### config.mk
export PLATFORM = sky130hd
export DESIGN_NAME = point_judge_stream
export DESIGN_NICKNAME = d
export VERILOG_FILES = /design/src/rtl/point_judge_stream.sv
export SDC_FILE = /design/constraint.sdc
export NUM_CORES = 1
export LEC_CHECK = 0
export CORE_ASPECT_RATIO = 0.7
export CORE_UTILIZATION = 55
export CTS_CLUSTER_DIAMETER = 200
export CTS_CLUSTER_SIZE = 24
export DETAILED_ROUTE_END_ITERATION = 6
export DONT_BUFFER_PORTS = 1
export PLACE_DENSITY = 0.7
export SYNTH_ARGS = -nofsm -noshare
export SYNTH_HDL_FRONTEND = slang
export SYNTH_SLANG_ARGS = --single-unit
### constraint.sdc
create_clock -name clk_i -period 3.7 [get_ports clk_i]
set_clock_uncertainty 0.15 [all_clocks]
set_input_delay 0.185 -clock clk_i [delete_from_list [all_inputs] [get_ports clk_i]]
set_output_delay 0.185 -clock clk_i [all_outputs]
set_load 0.01 [all_outputs]
### src/rtl/point_judge_stream.sv
// rtl/point_judge_stream.sv - edge-interval judge: segments edge intervals into symbol counts and streams them
module point_judge_stream #(
    parameter int ASK_WIDTH = 16,
    parameter int CNT_WIDTH = 12,
    parameter int MAX_KEEP  = 4,
    parameter int WARMUP    = 2
) (
    input  logic                 clk_i,
    input  logic                 rst_i,
    input  logic                 de_enable,
    input  logic                 flag_edg_rise,
    input  logic                 flag_edg_fall,
    input  logic [ASK_WIDTH-1:0] threshold_peak,
    input  logic [CNT_WIDTH-1:0] cnt_point_ptr,
    input  logic                 wave_ready,
    output logic                 edg_enable,
    output logic                 edg_invalid,
    output logic                 wave_valid,
    output logic                 wave_value,
    output logic                 sym_overflow,
    output logic                 seg_drop,
    output logic                 busy
);
    localparam int DW = CNT_WIDTH + 1;
    localparam int WW = (WARMUP < 2) ? 1 : $clog2(WARMUP + 1);
    localparam int IW = $clog2(DW + 1);
    localparam logic [CNT_WIDTH-1:0] CNT_MAX = '1;

    typedef enum logic [1:0] {DIV_IDLE, DIV_RUN, DIV_DONE} div_state_t;

    logic [WW-1:0]        warm_cnt;
    logic                 last_rise;
    logic [CNT_WIDTH-1:0] cnt;
    logic [ASK_WIDTH-1:0] peak_reg;

    logic                 pend_full;
    logic [CNT_WIDTH-1:0] pend_len;
    logic                 pend_level;

    div_state_t           div_state;
    logic [DW-1:0]        quo;
    logic [CNT_WIDTH-1:0] rem;
    logic [CNT_WIDTH-1:0] dvs;
    logic                 div_level;
    logic [IW-1:0]        it_cnt;

    logic [3:0]           em_left;

    logic edge_one, edge_both, seg_close;
    logic [CNT_WIDTH-1:0] cnt_inc, seg_len;
    assign edge_one  = de_enable & (flag_edg_rise ^ flag_edg_fall);
    assign edge_both = de_enable & flag_edg_rise & flag_edg_fall;
    assign seg_close = edge_one & edg_enable & (flag_edg_rise != last_rise);
    assign cnt_inc   = (cnt == CNT_MAX) ? cnt : cnt + 1'b1;
    // cnt counts clocks since the accepted edge minus one, so the interval is cnt+1
    assign seg_len   = cnt_inc;

    logic div_idle, div_take_pend, div_take_new, pend_store, drop;
    logic [CNT_WIDTH-1:0] load_len;
    logic load_level;
    assign div_idle      = (div_state == DIV_IDLE);
    assign div_take_pend = div_idle & pend_full;
    assign div_take_new  = seg_close & div_idle & ~pend_full;
    assign pend_store    = seg_close & ~div_take_new & (~pend_full | div_take_pend);
    assign drop          = seg_close & ~div_take_new & ~pend_store;
    assign load_len      = div_take_pend ? pend_len : seg_len;
    assign load_level    = div_take_pend ? pend_level : last_rise;

    logic [DW-1:0] trial;
    logic div_ge, q_bad, em_free, hand;
    assign trial   = {rem, quo[DW-1]};
    assign div_ge  = (trial >= {1'b0, dvs});
    assign q_bad   = (dvs == '0) | (quo > DW'(MAX_KEEP));
    assign em_free = ~wave_valid | (wave_ready & (em_left == 4'd1));
    assign hand    = (div_state == DIV_DONE) & ~q_bad & (quo != '0) & em_free;

    assign busy = ~div_idle | pend_full | wave_valid;

    always_ff @(posedge clk_i or posedge rst_i) begin
        if (rst_i) begin
            warm_cnt    <= '0;
            last_rise   <= 1'b0;
            cnt         <= '0;
            peak_reg    <= '0;
            edg_enable  <= 1'b0;
            edg_invalid <= 1'b0;
        end else if (!de_enable) begin
            warm_cnt    <= '0;
            last_rise   <= 1'b0;
            cnt         <= '0;
            peak_reg    <= '0;
            edg_enable  <= 1'b0;
            edg_invalid <= 1'b0;
        end else begin
            edg_invalid <= edge_both;
            if (edge_one && !edg_enable) begin
                warm_cnt  <= warm_cnt + 1'b1;
                last_rise <= flag_edg_rise;
                cnt       <= '0;
                peak_reg  <= threshold_peak;
                if (warm_cnt == WW'(WARMUP - 1))
                    edg_enable <= 1'b1;
            end else if (edge_one && !seg_close) begin
                // same polarity twice: the interval keeps running across it
                edg_invalid <= 1'b1;
                cnt         <= cnt_inc;
                peak_reg    <= (threshold_peak > peak_reg) ? threshold_peak : peak_reg;
            end else if (seg_close) begin
                last_rise <= flag_edg_rise;
                cnt       <= '0;
                peak_reg  <= threshold_peak;
            end else begin
                cnt <= cnt_inc;
            end
        end
    end

    always_ff @(posedge clk_i or posedge rst_i) begin
        if (rst_i) begin
            pend_full  <= 1'b0;
            pend_len   <= '0;
            pend_level <= 1'b0;
            seg_drop   <= 1'b0;
        end else if (!de_enable) begin
            pend_full  <= 1'b0;
            pend_len   <= '0;
            pend_level <= 1'b0;
            seg_drop   <= 1'b0;
        end else begin
            seg_drop <= drop;
            if (pend_store) begin
                pend_full  <= 1'b1;
                pend_len   <= seg_len;
                pend_level <= last_rise;
            end else if (div_take_pend) begin
                pend_full <= 1'b0;
            end
        end
    end

    // restoring divider: quotient bits shift into quo as the dividend shifts out
    always_ff @(posedge clk_i or posedge rst_i) begin
        if (rst_i) begin
            div_state    <= DIV_IDLE;
            quo          <= '0;
            rem          <= '0;
            dvs          <= '0;
            div_level    <= 1'b0;
            it_cnt       <= '0;
            sym_overflow <= 1'b0;
        end else if (!de_enable) begin
            div_state    <= DIV_IDLE;
            quo          <= '0;
            rem          <= '0;
            dvs          <= '0;
            div_level    <= 1'b0;
            it_cnt       <= '0;
            sym_overflow <= 1'b0;
        end else begin
            sym_overflow <= 1'b0;
            case (div_state)
                DIV_IDLE: begin
                    if (div_take_pend || div_take_new) begin
                        quo       <= {1'b0, load_len} + {2'b0, cnt_point_ptr[CNT_WIDTH-1:1]};
                        rem       <= '0;
                        dvs       <= cnt_point_ptr;
                        div_level <= load_level;
                        it_cnt    <= '0;
                        div_state <= DIV_RUN;
                    end
                end
                DIV_RUN: begin
                    rem    <= div_ge ? CNT_WIDTH'(trial - {1'b0, dvs}) : trial[CNT_WIDTH-1:0];
                    quo    <= {quo[DW-2:0], div_ge};
                    it_cnt <= it_cnt + 1'b1;
                    if (it_cnt == IW'(DW - 1))
                        div_state <= DIV_DONE;
                end
                DIV_DONE: begin
                    if (q_bad) begin
                        sym_overflow <= 1'b1;
                        div_state    <= DIV_IDLE;
                    end else if (quo == '0 || em_free) begin
                        div_state <= DIV_IDLE;
                    end
                end
                default: div_state <= DIV_IDLE;
            endcase
        end
    end

    always_ff @(posedge clk_i or posedge rst_i) begin
        if (rst_i) begin
            wave_valid <= 1'b0;
            wave_value <= 1'b0;
            em_left    <= '0;
        end else if (!de_enable) begin
            wave_valid <= 1'b0;
            wave_value <= 1'b0;
            em_left    <= '0;
        end else if (hand) begin
            wave_valid <= 1'b1;
            wave_value <= div_level;
            em_left    <= 4'(quo);
        end else if (wave_valid && wave_ready) begin
            if (em_left == 4'd1)
                wave_valid <= 1'b0;
            em_left <= em_left - 1'b1;
        end
    end
endmodule

==> flow_summary.toml, run 1 <==
[status]
outcome = "finished clean"

[synth]
syn_area_um2 = 5120
synthTopCellsByArea = "dfrtp_1, ha_1, nand2_1"
yosysWarnings = 0
async_flop_share_pct = 100
synth-edff-count = 0
synthCells = 575
yosysTopAreaCell = "dfrtp_1"
yosysSeqAreaShare_pct = 40.6
yosys_register_bits = 83
synth_ff_type = "dfrtp_1"
synth_top_cell_area_share_pct = 40.6
synth.distinct_cells = 60
synth_nets = 640
avgSynthCellArea_um2 = 8.90

[worst_setup_path]
critical_path.slowest_cell = "dfrtp_1"
crit_required_ns = 3.77
crit_path_start_kind = "flip-flop"
cp-end-kind = "flip-flop"
crit_type = "flip-flop to flip-flop"
path_cells = "ha_1 -> nand2_1 -> nor2_1 -> nand3_1 -> buf_4 -> nand3_1 -> o21ai_0 -> o21ai_1 -> ha_1 -> nand3_1 -> o22ai_1 -> nor4_2 -> o21a_1 -> o21ai_0 -> xnor2_1 -> o21ai_0"
slowest_delay_ns = 0.40
crit_arrival_ns = 3.51
cp_max_fo = 5

[timing]
max_slew_margin_pct = 39.6
hold_violations = 0
fmax_mhz = 290
setup_viol = 0
period_share_pct = 93.1
fin_crit_ns = 3.44
worst_pin_slew_ns = 0.903
slew_viol_final = 0

[place]
io_buffers = 0
place_hpwl_um = 8540
place_congestion = 0.896

[detailed_routing]
route.detailed.drc = 0
drt_iter0_drc = 369
drt-pass1-iter-count = 5
drt-total-wl_um = 12200
postRouteAntennaNets = 0
viasPerCell = 5.80
routedWlPerCell_um = 16.8
vias = 4198

[cts]
clkSinkCount = 83
clkTransAtPathRegs_ns = 0.07
clk_latency_ns = 0.34
cts_buffers = 9
cts_tree = "yes"
cts.htree.levels = 3
cts_root_buffer = "clkbuf_16"
clock_path_buffers = 2

[die]
start_util_pct = 56.6
io_pins = 41
die_area_um2 = 9700
dieHeight_um = 82.7
rows = 29
die_w_um = 117
core_area_um2 = 9030

[power]
p_leak_nw = 2.56
ir_drop_mv = 0.360
total_power_w = 0.00355
pwr_density_cell_nw_per_um2 = 610

[final_layout]
final_common_cell = "nand2_1"
fillCellCount = 731
drive_above_1_share_pct = 8.17
final_core_util_pct = 64.5
final_cell_mix = "nand2_1, dfrtp_1, o21ai_0, nor2_1, a21oi_1"
areaGrowthSynthToFinish_pct = 13.8
nets = 660
diodes = 0

[grt]
grt_pass1_wl_um = 19100
grt_max_degree = 57
grt_usage_pct = 26.4
grt_pass1_vias = 3868
grt_antenna_before_repair = 0
grt.overflow.total = 0

[min_path]
holdCritPathClass = "input pin to flip-flop"

[run]
maxCapViolCount = 0
sequential cells by signal (all words and copies together), names as in the netlist, 4 cells and up:
signal    flops
it_cnt        4
rem          12
quo          13
cnt          12
em_left       4
pend_len     12
dvs          12
critical path: cells and delay by family, from the launching register on:
kind	cells	cell delay, ns
AOI/OAI and AO/OA	6	0.94
xor gates and xnor gates	1	0.19
DFF	1	0.40
buffers and inverters	1	0.18
and+or+nand+nor	6	0.91
adders and majority gates	2	0.55
synth_stat cells, types with 4 or more instances:
cell	instances
nand2_1	89
dfrtp_1	83
o21ai_0	51
nor2_1	45
a21oi_1	31
inv_1	31
ha_1	29
nand3_1	27
mux2i_1	16
xor2_1	15
clkbuf_1	14
xnor2_1	14
nor2b_1	12
a21boi_1	9
a21boi_0	8
a22oi_1	6
a31oi_1	6
nand4_1	6
nor3_1	5
nor4_1	5
o211ai_1	5
o21ai_1	5
and2_1	4
o21a_1	4
o21bai_1	4
layout make-up:
class,instances,area (um^2),area share (%)
clock inverter,6,114,1.95
multi-input combinational,442,2870,49.3
tap,124,155,2.66
clock buffer,10,229,3.93
inverter,31,118,2.02
sequential,83,2080,35.7
timing repair buffer,28,263,4.51
cells by family (layout without fill, tap and decap cells):
group | count (synthesis) | after routing | synth area share (%)
AOI/OAI and AO/OA | 151 | 151 | 18.9
xor gates and xnor gates | 29 | 29 | 4.96
adders and majority gates | 31 | 31 | 7.87
buffers and inverters | 50 | 75 | 4.21
DFF | 83 | 83 | 40.6
muxes | 18 | 18 | 3.57
and+or+nand+nor | 213 | 213 | 19.9
repair_timing:
item	in CTS	in global routing
resized for setup	0	11
setup buffers	0	1
setup endpoints to repair	0	5
hold endpoints to repair	107	0
hold buffers	17	0
routing by layer:
layer,track usage [%],vias to the layer above,wire length (um)
li1,-,2052,-
met1,37.9,1997,5890
met2,39.8,138,5310
met3,6.20,11,836
met4,7.22,0,131
met5,0,-,0
report_power, final:
| part | switching, W | total (W) | internal, W |
|---|---|---|---|
| combinational | 0.000847 | 0.00144 | 0.000594 |
| sequential | 0.0000896 | 0.00108 | 0.000993 |
| clock | 0.000368 | 0.00103 | 0.000661 |
| total | 0.00130 | 0.00355 | 0.00225 |
stage by stage:
stage | setup WS, ns | cells | hold WS [ns] | setup TNS (ns) | cell area, um^2
detailed placement | 0.175 | 690 | 0.135 | 0 | 5250
CTS | 0.132 | 723 | 0.0242 | 0 | 5770
floorplan | 0.560 | 575 | 0.164 | 0 | 5120
global placement | 0.281 | 690 | 0.128 | 0 | 5250
global route | -0.0266 | 724 | 0.0351 | -0.0353 | 5820
finish | 0.257 | 724 | 0.0246 | 0 | 5820
path summary, 6_finish.rpt:
kind / slack [ns] / to / cells past startpoint / start
max in group asynchronous: 2.14 / dvs[7] / 3 / rst_i
worst min register to register: 0.35 / rem[11] / 2 / rem[11]
worst max register to register: 0.26 / quo[11] / 16 / cnt[1]
worst max-delay path: 0.26 / quo[11] / 16 / cnt[1]
min in group asynchronous: 0.31 / quo[11] / 2 / rst_i
worst min-delay path: 0.02 / em_left[3] / 3 / de_enable
No activity file was read; power rests on OpenSTA's default activity.
==> run 2, diff against run 1 <==
--- a/config.mk
+++ b/config.mk
@@ -11,7 +11,7 @@
 export CTS_CLUSTER_SIZE = 24
 export DETAILED_ROUTE_END_ITERATION = 6
 export DONT_BUFFER_PORTS = 1
-export PLACE_DENSITY = 0.7
+export PLACE_DENSITY = 0.73
 export SYNTH_ARGS = -nofsm -noshare
 export SYNTH_HDL_FRONTEND = slang
 export SYNTH_SLANG_ARGS = --single-unit
==> constraint.sdc (replaced) <==
create_clock -name clk_i -period 2.9 [get_ports clk_i]
set_clock_uncertainty 0.15 [all_clocks]
set_input_delay 0.145 -clock clk_i [delete_from_list [all_inputs] [get_ports clk_i]]
set_output_delay 0.145 -clock clk_i [all_outputs]
set_load 0.01 [all_outputs]
==> flow_summary.toml, run 2 (same netlist as run 1, synthesis figures left out) <==
[status]
outcome = "complete, but fails checks"
violations = "negative setup slack"

[final_layout]
multiInputGateArea_um2 = 3150
largest_register_ffs = 13
regArea_um2 = 2080
final_common_cell = "nand2_1"
areaGrowthSynthToFinish_pct = 26.4
final_cell_mix = "nand2_1, dfrtp_1, buf_4, nor2_1, o21ai_0"
fillCellCount = 629
fin_area_um2 = 6470
nets = 713
drive_above_1_share_pct = 21.2
diodes = 0
top_register = "quo"

[detailed_routing]
drt_iter0_drc = 412
viasPerCell = 5.99
routedWlPerCell_um = 18.4
drt-total-wl_um = 14200
route.detailed.drc = 0
drt-pass1-iter-count = 5
postRouteAntennaNets = 0
vias = 4639

[worst_setup_path]
reg2reg_setup_slack_ns = -0.28
r2r_end = "quo[11]"
timing.rr.start = "cnt[0]"
cp-end-kind = "flip-flop"
crit_type = "flip-flop to flip-flop"
reg2regPathDepth = 15
cp_max_fo = 4
crit_arrival_ns = 3.26
crit_required_ns = 2.98
crit_path_start_kind = "flip-flop"

[timing]
fin_crit_ns = 3.18
hold_slack_ns = 0.00803
hold_violations = 0
fmax_mhz = 314
setup_viol = 9
tns_ns = -1.81
setup_slack_ns = -0.280
max_slew_margin_pct = 53.3
slew_viol_final = 0
period_share_pct = 110
rsz0062_at_grt = "true"
worst_pin_slew_ns = 0.701

[die]
die_w_um = 117
rows = 29
core_area_um2 = 9030
die_area_um2 = 9700
io_pins = 41
dieHeight_um = 82.7
start_util_pct = 56.6

[place]
dp_slack_ns = -0.293
place_congestion = 0.905
placed_area_um2 = 5580
place_hpwl_um = 9200
io_buffers = 0

[grt]
grt_antenna_before_repair = 0
grt_pass1_wl_um = 21400
grt_pass1_vias = 4340
grt_usage_pct = 29.7
grt_max_degree = 59
grt.overflow.total = 0

[power]
pwr-share-clk_pct = 25.2
ir_drop_mv = 0.488
pwr_density_cell_nw_per_um2 = 690
p_leak_nw = 2.87
seq_power_share_pct = 30.8
internal_power_w = 0.00278
netSwitchingPower_w = 0.00168
pwr-share-comb_pct = 43.9
sw_frac_of_total_pct = 37.7

[cts]
clkSinkCount = 83
cts_tree = "yes"
cts_buffers = 9
clkTransAtPathRegs_ns = 0.06
cts.htree.levels = 3
clk_latency_ns = 0.35
clock_path_buffers = 2
cts_root_buffer = "clkbuf_16"

[run]
maxCapViolCount = 0

[min_path]
hold_start = "wave_ready"
holdPathStages = 4
holdCritPathClass = "input pin to flip-flop"
min_to = "em_left[2]"
==> run 2: cell count changes in the layout (fill, tap and decap cells not counted), sizes merged <==
cell         change
clkinvlp         -2
buf             +51
clkinv           +1
bufinv           -2
dlygate4sd3      +2
clkbuf           +1
==> run 2: final cells by class <==
| class | instances | share of cell area, % |
|---|---|---|
| well taps | 124 | 2.40 |
| clock inverters | 3 | 0.619 |
| flip-flops and latches | 83 | 32.1 |
| clock buffers | 11 | 3.75 |
| repair buffers | 81 | 10.7 |
| multi-input cells | 442 | 48.6 |
| inverters | 31 | 1.82 |
==> run 2: metrics by stage <==
| step | total power (W) | util (%) | instances |
|---|---|---|---|
| after floorplan | 0.00279 | - | 575 |
| after global placement | 0.00314 | 61.8 | 725 |
| after detailed placement | 0.00321 | 61.8 | 725 |
| after CTS | 0.00439 | 69.0 | 769 |
| after global routing | 0.00468 | 71.6 | 775 |
| final | 0.00446 | 71.6 | 775 |
==> run 2: routing by layer <==
| layer | global-route usage, % | part of all wire, % | up-vias |
|---|---|---|---|
| met5 | 0 | 0 | - |
| met4 | 9.24 | 2.0 | 0 |
| met3 | 6.57 | 6.9 | 29 |
| met2 | 44.1 | 45 | 183 |
| met1 | 42.9 | 46 | 2271 |
| li1 | - | - | 2156 |
==> run 2: power groups by stage <==
stage	registers [W]	clock network, W	logic (W)
after floorplan	0.00136	0	0.00143
after global placement	0.00139	0	0.00175
after detailed placement	0.00139	0	0.00182
after CTS	0.00137	0.00114	0.00188
after global routing	0.00139	0.00118	0.00211
final	0.00138	0.00112	0.00196
==> run 2: worst max-delay path by stage <==
stage          slack [ns]    startpoint      end  depth (start not counted)
2_1_floorplan       0.005  div_state[0]  quo[10]                         12
3_5_place_dp        -0.29        cnt[3]  quo[10]                         13
4_1_cts             -0.13        cnt[1]   quo[8]                         15
5_1_grt             -0.38        cnt[0]  quo[11]                         15
6_report            -0.28        cnt[0]  quo[11]                         15
3_3_place_gp        -0.09        cnt[3]  quo[10]                         13
==> run 2: what timing repair did <==
item,CTS,global route
hold endpoints to repair,101,0
setup endpoints to repair,10,10
hold buffers,19,0
pin swaps,24,33
resized for setup,22,39
setup buffers,11,6
==> run 2: worst max-delay path, stage by stage, from the launching register on <==
cell and delay (ns):
dfrtp_1 0.39, ha_4 0.17, nand2_2 0.08, nor2_4 0.17, nand3_4 0.15, nand3_1 0.13, o21ai_1 0.11, o21ai_1 0.25
ha_1 0.34, nand3_1 0.15, o22ai_2 0.11, nor4_2 0.23, o21a_1 0.27, o21ai_2 0.08, xnor2_1 0.20, o21ai_1 0.08
